==> src/rtl/traffic_pkg.sv <==
// Shared types and defaults for the intersection vehicle model.
// Lane FSM states plus default queue depth and departure timing.
package traffic_pkg;

  localparam int MAX_Q_DEF         = 15;
  localparam int START_DELAY_DEF   = 3;
  localparam int DEPART_CYCLES_DEF = 2;

  typedef enum logic [1:0] {
    IDLE,
    RED,
    START,
    FLOW
  } lane_state_t;

endpackage

==> src/rtl/lane_queue.sv <==
// One lane of the intersection: car queue, release FSM and timer.
// Conflict freezes the timer but only a red light leaves START/FLOW.
module lane_queue
  import traffic_pkg::*;
#(
  parameter int MAX_Q         = MAX_Q_DEF,
  parameter int CNT_W         = $clog2(MAX_Q + 1),
  parameter int START_DELAY   = START_DELAY_DEF,
  parameter int DEPART_CYCLES = DEPART_CYCLES_DEF
) (
  input  logic             clk,
  input  logic             rst_n,
  input  logic             i_arrive,
  input  logic             i_light,
  input  logic             i_conflict,
  output logic [CNT_W-1:0] o_count,
  output logic             o_depart,
  output logic             o_overflow
);

  localparam int TMAX = (START_DELAY > DEPART_CYCLES) ?
                        START_DELAY : DEPART_CYCLES;
  localparam int TW   = $clog2(TMAX + 1);

  lane_state_t      r_state;
  lane_state_t      w_state_nxt;
  logic [TW-1:0]    r_tmr;
  logic [TW-1:0]    w_tmr_nxt;
  logic [TW-1:0]    w_tmr_last;
  logic [CNT_W-1:0] r_count;
  logic [CNT_W-1:0] w_count_nxt;
  logic             r_depart;
  logic             r_overflow;
  logic             w_green;
  logic             w_dep;
  logic             w_acc;
  logic             w_drop;

  assign w_green    = i_light & ~i_conflict;
  assign w_tmr_last = (r_state == START) ?
                      TW'(START_DELAY - 1) :
                      TW'(DEPART_CYCLES - 1);

  always_comb begin
    w_state_nxt = r_state;
    w_tmr_nxt   = r_tmr;
    w_dep       = 1'b0;
    unique case (r_state)
      IDLE: begin
        if (i_arrive) begin
          w_state_nxt = w_green ? START : RED;
          w_tmr_nxt   = '0;
        end
      end
      RED: begin
        if (w_green) begin
          w_state_nxt = START;
          w_tmr_nxt   = '0;
        end
      end
      START, FLOW: begin
        if (!i_light) begin
          w_state_nxt = RED;
          w_tmr_nxt   = '0;
        end else if (!i_conflict) begin
          if (r_tmr == w_tmr_last) begin
            w_dep       = 1'b1;
            w_tmr_nxt   = '0;
            w_state_nxt = FLOW;
          end else begin
            w_tmr_nxt = r_tmr + TW'(1);
          end
        end
      end
    endcase
    // A full queue still accepts a car on a departure edge
    w_acc  = i_arrive & ((r_count != CNT_W'(MAX_Q)) | w_dep);
    w_drop = i_arrive & ~w_acc;
    w_count_nxt = r_count + CNT_W'(w_acc) - CNT_W'(w_dep);
    if (r_state != IDLE && w_count_nxt == '0)
      w_state_nxt = IDLE;
  end

  always_ff @(posedge clk) begin
    if (!rst_n) begin
      r_state    <= IDLE;
      r_tmr      <= '0;
      r_count    <= '0;
      r_depart   <= 1'b0;
      r_overflow <= 1'b0;
    end else begin
      r_state    <= w_state_nxt;
      r_tmr      <= w_tmr_nxt;
      r_count    <= w_count_nxt;
      r_depart   <= w_dep;
      r_overflow <= r_overflow | w_drop;
    end
  end

  assign o_count    = r_count;
  assign o_depart   = r_depart;
  assign o_overflow = r_overflow;

endmodule

==> config.mk <==
export PLATFORM = sky130hd
export DESIGN_NAME = lane_queue
export DESIGN_NICKNAME = d
export VERILOG_FILES = /design/src/rtl/traffic_pkg.sv /design/src/rtl/lane_queue.sv
export SDC_FILE = /design/constraint.sdc
export NUM_CORES = 1
export LEC_CHECK = 0
export CAP_MARGIN = 20
export CORE_UTILIZATION = 39
export CTS_CLUSTER_DIAMETER = 150
export DETAILED_ROUTE_END_ITERATION = 10
export SYNTH_ARGS = -nofsm -noshare
export SYNTH_HDL_FRONTEND = slang
export SYNTH_SLANG_ARGS = --single-unit
export TNS_END_PERCENT = 100
==> constraint.sdc <==
create_clock -name clk -period 4.2 [get_ports clk]
set_input_delay 0.42 -clock clk [delete_from_list [all_inputs] [get_ports clk]]
set_output_delay 0.42 -clock clk [all_outputs]
set_load 0.01 [all_outputs]
After elaboration in Yosys (flattened, before gate mapping)
Index checks and enable logic that the tools add are counted.
{"block": "totals", "regBits": 10, "latchBits": 0, "ram_bits": 0, "rom_bits": 0, "out_inout_bits": 6, "word_cells": 51, "n_memories": 0}
{"block": "classes", "add_sub_neg": 3, "n_mul": 0, "div": 0, "magnitude_cmp": 0, "eq_ne": 9, "shifts": 0, "muxes": 18, "bitwise": 8, "n_reduce_logical": 8}
{"op": "$mux 2", "n": 12}
{"op": "$pmux 2 s3", "n": 2}
{"op": "$ne 3x3->1 const B", "n": 2}
{"op": "$add 4x1->4", "n": 1}
{"op": "$eq 2x2->1 const B", "n": 2}
{"op": "$logic_not 4->1", "n": 1}
{"op": "$mux 1", "n": 4}
{"op": "$ne 2x2->1 const B", "n": 2}
{"op": "$ne 4x4->1 const B", "n": 1}
{"op": "$reduce_and 4->1", "n": 1}
{"op": "$reduce_or 2->1", "n": 2}
{"op": "$sub 4x1->4", "n": 1}
{"op": "$and 1x1->1", "n": 3}
{"op": "$not 1->1", "n": 3}
{"op": "$reduce_and 3->1", "n": 1}
{"op": "$add 2x1->2 const B", "n": 1}
{"op": "$eq 2x1->1 const B", "n": 1}
{"op": "$eq 2x2->1", "n": 1}
{"op": "$logic_not 2->1", "n": 1}
{"op": "$or 1x1->1", "n": 2}
{"op": "$reduce_bool 2->1", "n": 1}
{"op": "$logic_and 1x1->1", "n": 1}

Longest topological paths before layout
Gate-level depths: netlist (run 1).
{"block": "logic_depth", "depth_word": 14, "ltp_mapped": 12}

Worst setup path after synthesis (run 1)
No wires, ideal clock.
{"block": "synth_timing", "kind": "register to register", "from": "reg r_state[0]", "to": "reg r_state[0]", "setup_ns": 0.124, "arrival_ns": 2.666, "required_ns": 4.076, "slack_ns": 1.410, "path_stages_with_launch": 13, "synth_period_minus_slack_ns": 2.790, "cell_sequence": "dfxtp_1 -> buf_4 -> nor2b_2 -> a2bb2oi_1 -> nor4_1 -> o21bai_1 -> ha_1 -> inv_1 -> fa_1 -> xnor2_1 -> or4b_4 -> nor3_2 -> nor3b_1"}
{"block": "synth_between", "elab_chain_len": 14, "word_cells_on_any_way": 25, "classes_between": "add/sub (2); eq/ne (8); mux (6); bitwise (2); reduce/logical (7)"}
{"element": "start: declaration", "line_no": "lane_queue.sv:25", "source": "lane_state_t r_state;"}
{"element": "start signal: assignment", "line_no": "lane_queue.sv:92", "source": "r_state <= w_state_nxt;"}
{"element": "$eq 2x2->1", "line_no": "lane_queue.sv:40, lane_queue.sv:48"}
{"element": "$mux 2", "line_no": "lane_queue.sv:40", "source": "assign w_tmr_last = (r_state == START) ?"}
{"element": "$eq 2x2->1", "line_no": "lane_queue.sv:66", "source": "if (r_tmr == w_tmr_last) begin"}
{"element": "$mux 1", "line_no": "lane_queue.sv:66"}
{"element": "$mux 1", "line_no": "lane_queue.sv:65", "source": "end else if (!i_conflict) begin"}
{"element": "$mux 1", "line_no": "lane_queue.sv:62", "source": "if (!i_light) begin"}
{"element": "$mux 1", "line_no": "lane_queue.sv:48", "source": "unique case (r_state)"}
{"element": "$or 1x1->1", "line_no": "lane_queue.sv:77", "source": "w_acc = i_arrive & ((r_count != CNT_W'(MAX_Q)) | w_dep);"}
{"element": "$and 1x1->1", "line_no": "lane_queue.sv:77"}
{"element": "$add 4x1->4", "line_no": "lane_queue.sv:79", "source": "w_count_nxt = r_count + CNT_W'(w_acc) - CNT_W'(w_dep);"}
{"element": "$sub 4x1->4", "line_no": "lane_queue.sv:79"}
{"element": "$logic_not 4->1", "line_no": "lane_queue.sv:80", "source": "if (r_state != IDLE && w_count_nxt == '0)"}
{"element": "$logic_and 1x1->1", "line_no": "lane_queue.sv:80"}
{"element": "$reduce_or 2->1 (no line)"}
Several ways; a longest one is shown, not always the timed one.
A chain may end at the register's enable or synchronous reset.

Worst setup path after layout (run 1)
{"block": "layout_timing", "from": "in i_light", "to": "reg r_state[0]"}
{"block": "layout_between", "elab_chain_len": 9, "word_cells_on_any_way": 18, "classes_between": "add/sub (2); eq/ne (3); mux (6); bitwise (3); reduce/logical (4)"}
{"element": "start: declaration", "line_no": "lane_queue.sv:14", "source": "input logic i_light,"}
{"element": "$mux 1", "line_no": "lane_queue.sv:62"}
{"element": "$mux 1", "line_no": "lane_queue.sv:48"}
{"element": "$or 1x1->1", "line_no": "lane_queue.sv:77"}
{"element": "$and 1x1->1", "line_no": "lane_queue.sv:77"}
{"element": "$add 4x1->4", "line_no": "lane_queue.sv:79"}
{"element": "$sub 4x1->4", "line_no": "lane_queue.sv:79"}
{"element": "$logic_not 4->1", "line_no": "lane_queue.sv:80"}
{"element": "$logic_and 1x1->1", "line_no": "lane_queue.sv:80"}
{"element": "$reduce_or 2->1 (no line)"}
Several ways; a longest one is shown, not always the timed one. The select of a mux whose other input is x is not followed.

==> flow_metrics.env, run 1 <==
export IMPL_outcome="finished, final reports clean"
export IMPL_antenna_left=0
export IMPL_crit_family="simple AND/OR/NAND/NOR gates"
export IMPL_drt_iter0_drc=16
export IMPL_antenna_found_initial=0
export IMPL_synth_top_area_cell="dfxtp_1"
export IMPL_cp_slowest_stage_delay_ps=530
export IMPL_slew_headroom_pct=62.2
export IMPL_required_ps=4340
export IMPL_post_cts_setup_buffer_count=0
export IMPL_fin_crit_sh_pct=75.2
export IMPL_cap_violations=0
export IMPL_hold_start="o_overflow"
export IMPL_synthDominantCellAreaShare_pct=33.3
export IMPL_initial_core_util_pct=44.0
export IMPL_wl_microns=1090
export IMPL_fin_util_pct=53.5
export IMPL_finalHoldViolations=0
export IMPL_avgSynthCellArea_sq_um=8.83
export IMPL_netlist_top_cells_area="dfxtp_1 33%, ha_1 8.3%, nand2_1 4.4%"
export IMPL_clock_path_buffers=2
export IMPL_io_pins=11
export IMPL_port_buffers=10
export IMPL_cts_buffers=3
export IMPL_crit_buf_inv=2
export IMPL_ctsResizeCount=0
export IMPL_worst_pin_slew_ps=562
export IMPL_grt_pass1_vias=466
export IMPL_synth_commonest_cells="10 x dfxtp_1, 7 x nand2_1, 6 x inv_1, 4 x ha_1, 4 x nor2_1"
export IMPL_synth_most_common_cell="dfxtp_1"
export IMPL_grt_ovfl_total=0
export IMPL_syn_inst=68
export IMPL_p_leak_nw=0.278
export IMPL_cp_end_kind="flop"
export IMPL_setup_tns_ps=0
export IMPL_fmax_ghz=0.316
export IMPL_min_path_type="reg -> reg"
export IMPL_area_growth_pct=21.7
export IMPL_setup_violations=0
export IMPL_vias=514
export IMPL_async_reset_ff_share_pct=0
export IMPL_fin_cells=94
export IMPL_viasPerCell=5.47
export IMPL_yosysUniqueCellTypes=35
export IMPL_clock_sinks=10
export IMPL_synth_edf_count=0
export IMPL_clk_latency_ps=260
export IMPL_finalCriticalPeriod_ps=3160
export IMPL_start_kind="primary input"
export IMPL_crit_reg2reg_launch="r_state[0]"
export IMPL_clkTransAtPathRegs_ps=60
export IMPL_holdWs_ps=454
export IMPL_worstSetupStartpoint="i_light"
export IMPL_hpwlAfterDp_microns=870
export IMPL_final_nets=91
export IMPL_htree_levels=1
export IMPL_syn_nets=78
export IMPL_crit_type="in -> reg"
export IMPL_finalMaxSlewViolations=0
export IMPL_die_area_sq_um=1700
export IMPL_max_vdd_ir_drop_mv=0.237
export IMPL_coreArea_sq_um=1370
export IMPL_cts_hold_buf=0
export IMPL_rows=13
export IMPL_seq_area_frac_synth_pct=33.3
export IMPL_worst_ep_arrival_time_ps=3300
export IMPL_grt_pass1_wl_microns=1880
export IMPL_die_x_microns=41.2
export IMPL_clock_skew_ps=0.433
export IMPL_gp_congestion=0.724
export IMPL_firstDrtPassIters=4
export IMPL_synthFlopType="dfxtp_1"
export IMPL_n_antenna_cell=0
export IMPL_path_cells="clkdlybuf4s50_1 -> nand2_1 -> nor4_1 -> o21bai_1 -> ha_1 -> inv_1 -> fa_1 -> xnor2_1 -> or4b_4 -> nor3_2 -> nor3b_1"
export IMPL_drive_gt1_share_pct=11.4
export IMPL_grt_max_degree=13
export IMPL_netlist_area_sq_um=601
export IMPL_crit_fanout=6
export IMPL_dp_cells=91
export IMPL_yosys_warnings=0
export IMPL_totalPowerFinal_mw=0.255
export IMPL_die_height_microns=41.2
export IMPL_cts_tree="yes"
export IMPL_fill_cells=145
export IMPL_drc=0
export IMPL_ys_ff_latch=10
export IMPL_rsz0062_at_grt="no"
export IMPL_grt_total_usage_pct=17.7
export IMPL_cts_root_buf="clkbuf_4"
export IMPL_cp_slowest_cell="clkdlybuf4s50_1"
export IMPL_post_drt_wl_per_cell_microns=11.6
export IMPL_power_density_nw_per_um2=349
==> cell families after synthesis <==
| family | synth area share [%] |
|---|---|
| xor+xnor | 1.46 |
| fa+ha+maj | 11.7 |
| buf+inv | 5.62 |
| simple gates | 29.8 |
| compound gates | 18.1 |
| flops | 33.3 |
==> cell usage in the layout, fill, tap and decap left out, types with 2 or more instances in the layout <==
master	n
clkdlybuf4s50_1	10
dfxtp_1	10
nand2_1	7
inv_1	6
nor2_1	4
ha_1	4
and2_1	3
clkbuf_4	3
nor4_1	2
nor3b_1	2
a21oi_1	2
o32ai_1	2
nor2b_1	2
==> layer usage <==
metal	track usage, %	vias to the layer above	wire length, microns
met4	7.26	0	21
met5	0	-	0
li1	-	268	-
met3	8.15	4	67
met2	27.7	13	460
met1	20.7	229	536
==> flip-flops by register name (all words and copies together) (netlist names) <==
name / cells
o_count: 4
r_tmr: 2
o_depart: 1
r_state: 2
o_overflow: 1
==> path summary, 6_finish.rpt <==
kind,to,slack [ps],cells after the start
setup / recovery,r_state[0],1040,11
hold / removal,o_overflow,450,2
setup reg to reg,r_state[0],1110,11
hold reg to reg,o_overflow,450,2
==> final cells by class <==
| class | instances | area [sq um] | area share (%) |
|---|---|---|---|
| clock buffer | 3 | 22.5 | 3.08 |
| inverter | 6 | 22.5 | 3.08 |
| sequential | 10 | 200 | 27.4 |
| timing repair buffer | 10 | 100 | 13.7 |
| multi-input combinational | 50 | 367 | 50.2 |
| tap | 15 | 18.8 | 2.57 |
==> where the power goes <==
group / internal, mW / switching [mW]
combinational: 0.0442 / 0.0350
clock: 0.0329 / 0.0284
sequential: 0.104 / 0.0101
==> worst reg2reg max path: stages (launching register included) <==
cell and delay (ps):
dfxtp_1 500, nand2_1 100, a2bb2oi_1 150, nor4_1 490, o21bai_1 200, ha_1 190, inv_1 60, fa_1 370
xnor2_1 160, or4b_4 490, nor3_2 210, nor3b_1 70
==> per-stage QoR <==
stage | cell area [sq um] | setup slack, ps
floorplan | 601 | 1410
global placement | 708 | 807
detailed placement | 708 | 732
CTS | 731 | 992
global route | 731 | 754
finish | 731 | 1040
No activity file was read; power rests on OpenSTA's default activity.
==> inputs of run 2 (changes only) <==
==> constraint.sdc (replaced) <==
create_clock -name clk -period 3.1 [get_ports clk]
set_input_delay 0.31 -clock clk [delete_from_list [all_inputs] [get_ports clk]]
set_output_delay 0.31 -clock clk [all_outputs]
set_load 0.01 [all_outputs]
==> run 2 against run 1 <==
Sequential cell count unchanged; non-clock buffer count grew 5; register-to-register slack worse by 850 ps; wire length rose by 16%; sequential power grew 35%; via count up 3.7%; clock skew increased by 2.6 ps; sequential share of layout area decreased by 1.5 points; cell count rose by 5.3%; largest cell class unchanged.
==> flow_metrics.env, run 2 (synthesized netlist as in run 1, its figures left out) <==
export IMPL_outcome="finished, final reports clean"
export IMPL_die_x_microns=41.2
export IMPL_initial_core_util_pct=44.0
export IMPL_cap_violations=0
export IMPL_area_growth_pct=29.0
export IMPL_die_area_sq_um=1700
export IMPL_grt_max_degree=13
export IMPL_io_pins=11
export IMPL_power_density_nw_per_um2=454
export IMPL_cp_end_kind="flop"
export IMPL_crit_fanout=9
export IMPL_cts_buffers=3
export IMPL_fill_cells=128
export IMPL_path_cells="nand2_1 -> a2bb2oi_1 -> nor4_2 -> o21bai_1 -> ha_1 -> inv_1 -> fa_1 -> xnor2_1 -> or4b_4 -> nor3_2 -> nor3b_1"
export IMPL_required_ps=3240
export IMPL_worstHoldPathCells=2
export IMPL_hpwlAfterDp_microns=968
export IMPL_largest_register_ffs=4
export IMPL_finalCriticalPeriod_ps=2840
export IMPL_min_path_type="reg -> reg"
export IMPL_rows=13
export IMPL_grt_ovfl_total=0
export IMPL_worst_ep_arrival_time_ps=2980
export IMPL_start_kind="flop"
export IMPL_worst_r2r_path_depth=11
export IMPL_crit_type="reg -> reg"
export IMPL_gp_congestion=0.846
export IMPL_hold_start="o_overflow"
export IMPL_die_height_microns=41.2
export IMPL_rsz0062_at_grt="no"
export IMPL_cts_root_buf="clkbuf_4"
export IMPL_fmax_ghz=0.352
export IMPL_final_nets=96
export IMPL_htree_levels=1
export IMPL_finalHoldViolations=0
export IMPL_wl_microns=1260
export IMPL_viasPerCell=5.38
export IMPL_cts_hold_buf=0
export IMPL_min_to="o_overflow"
export IMPL_drc=0
export IMPL_setup_tns_ps=0
export IMPL_holdWs_ps=455
export IMPL_antenna_found_initial=0
export IMPL_rr_endpoint="r_state[0]"
export IMPL_vias=533
export IMPL_cp_slowest_stage_delay_ps=510
export IMPL_grt_pass1_vias=487
export IMPL_grt_pass1_wl_microns=2010
export IMPL_cts_tree="yes"
export IMPL_port_buffers=10
export IMPL_clock_skew_ps=3.01
export IMPL_setup_violations=0
export IMPL_p_leak_nw=0.302
export IMPL_clkTransAtPathRegs_ps=60
export IMPL_clock_path_buffers=2
export IMPL_firstDrtPassIters=4
export IMPL_n_antenna_cell=0
export IMPL_final_cell_mix="10 x clkdlybuf4s50_1, 10 x dfxtp_1, 7 x nand2_1"
export IMPL_drt_iter0_drc=11
export IMPL_coreArea_sq_um=1370
export IMPL_crit_reg2reg_launch="r_state[0]"
export IMPL_worst_pin_slew_ps=388
export IMPL_grt_total_usage_pct=18.8
export IMPL_cp_slowest_cell="dfxtp_1"
export IMPL_fin_crit_sh_pct=91.7
export IMPL_slew_headroom_pct=74.1
export IMPL_post_drt_wl_per_cell_microns=12.7
export IMPL_r2r_slack_ps=260
export IMPL_max_vdd_ir_drop_mv=0.296
export IMPL_post_cts_setup_buffer_count=0
export IMPL_finalMaxSlewViolations=0
export IMPL_clk_latency_ps=260
export IMPL_antenna_left=0
export IMPL_clock_sinks=10
export IMPL_worstSetupStartpoint="r_state[0]"
export IMPL_drive_gt1_share_pct=17.9
==> run 2: what timing repair did <==
| action | CTS | global route |
|---|---|---|
| hold endpoints to repair | 0 | 0 |
| setup endpoints to repair | 0 | 2 |
| resized for setup | 0 | 1 |
==> run 2: where the power goes <==
part	total (mW)	leakage, nW	switching [mW]	internal [mW]
Sequential	0.154	0.0817	0.0131	0.141
Clock	0.0835	0.0138	0.0389	0.0446
Combinational	0.113	0.206	0.0502	0.0633
Total	0.351	0.302	0.102	0.249
==> run 2: worst max path at each step <==
stage,to,slack (ps),depth (start not counted)
3_5_place_dp,r_state[0],120,11
2_1_floorplan,r_state[0],310,12
5_1_grt,r_state[0],50,11
6_report,r_state[0],260,11
3_3_place_gp,r_state[0],100,10
4_1_cts,r_state[0],200,11
==> run 2: area by class of cell <==
cell class                      count  area [sq um]  share of cell area [%]
Multi-Input combinational cell     50           373                    48.1
Timing Repair Buffer               15           138                    17.8
Tap cell                           15          18.8                    2.42
Inverter                            6          22.5                    2.91
Sequential cell                    10           200                    25.8
Clock buffer                        3          22.5                    2.91
==> run 2: worst max-delay path, delay by kind of cell, from the launching register on <==
family	cells	cell delay (ps)
AND/OR/NAND/NOR	5	1120
adder cells (fa/ha/maj)	2	570
flip-flops	1	510
AO/OA/AOI/OAI	2	320
XOR/XNOR	1	150
buffers and inverters	1	60
==> run 2: per-stage QoR <==
stage / util, % / setup slack (ps) / area [sq um] / instances / power (mW)
floorplan: - / 310 / 601 / 68 / 0.228
global placement: 54.6 / 104 / 746 / 96 / 0.268
detailed placement: 54.6 / 124 / 746 / 96 / 0.270
CTS: 56.2 / 200 / 768 / 99 / 0.355
global route: 56.7 / 52.2 / 774 / 99 / 0.377
finish: 56.7 / 257 / 774 / 99 / 0.351
==> run 2: per-layer routing <==
| metal | GRT usage (%) | wire length (microns) | vias to the layer above |
|---|---|---|---|
| li1 | - | - | 278 |
| met2 | 27.3 | 548 | 13 |
| met3 | 9.78 | 82 | 2 |
| met5 | 0 | 0 | - |
| met4 | 4.84 | 10 | 0 |
| met1 | 24.2 | 618 | 240 |
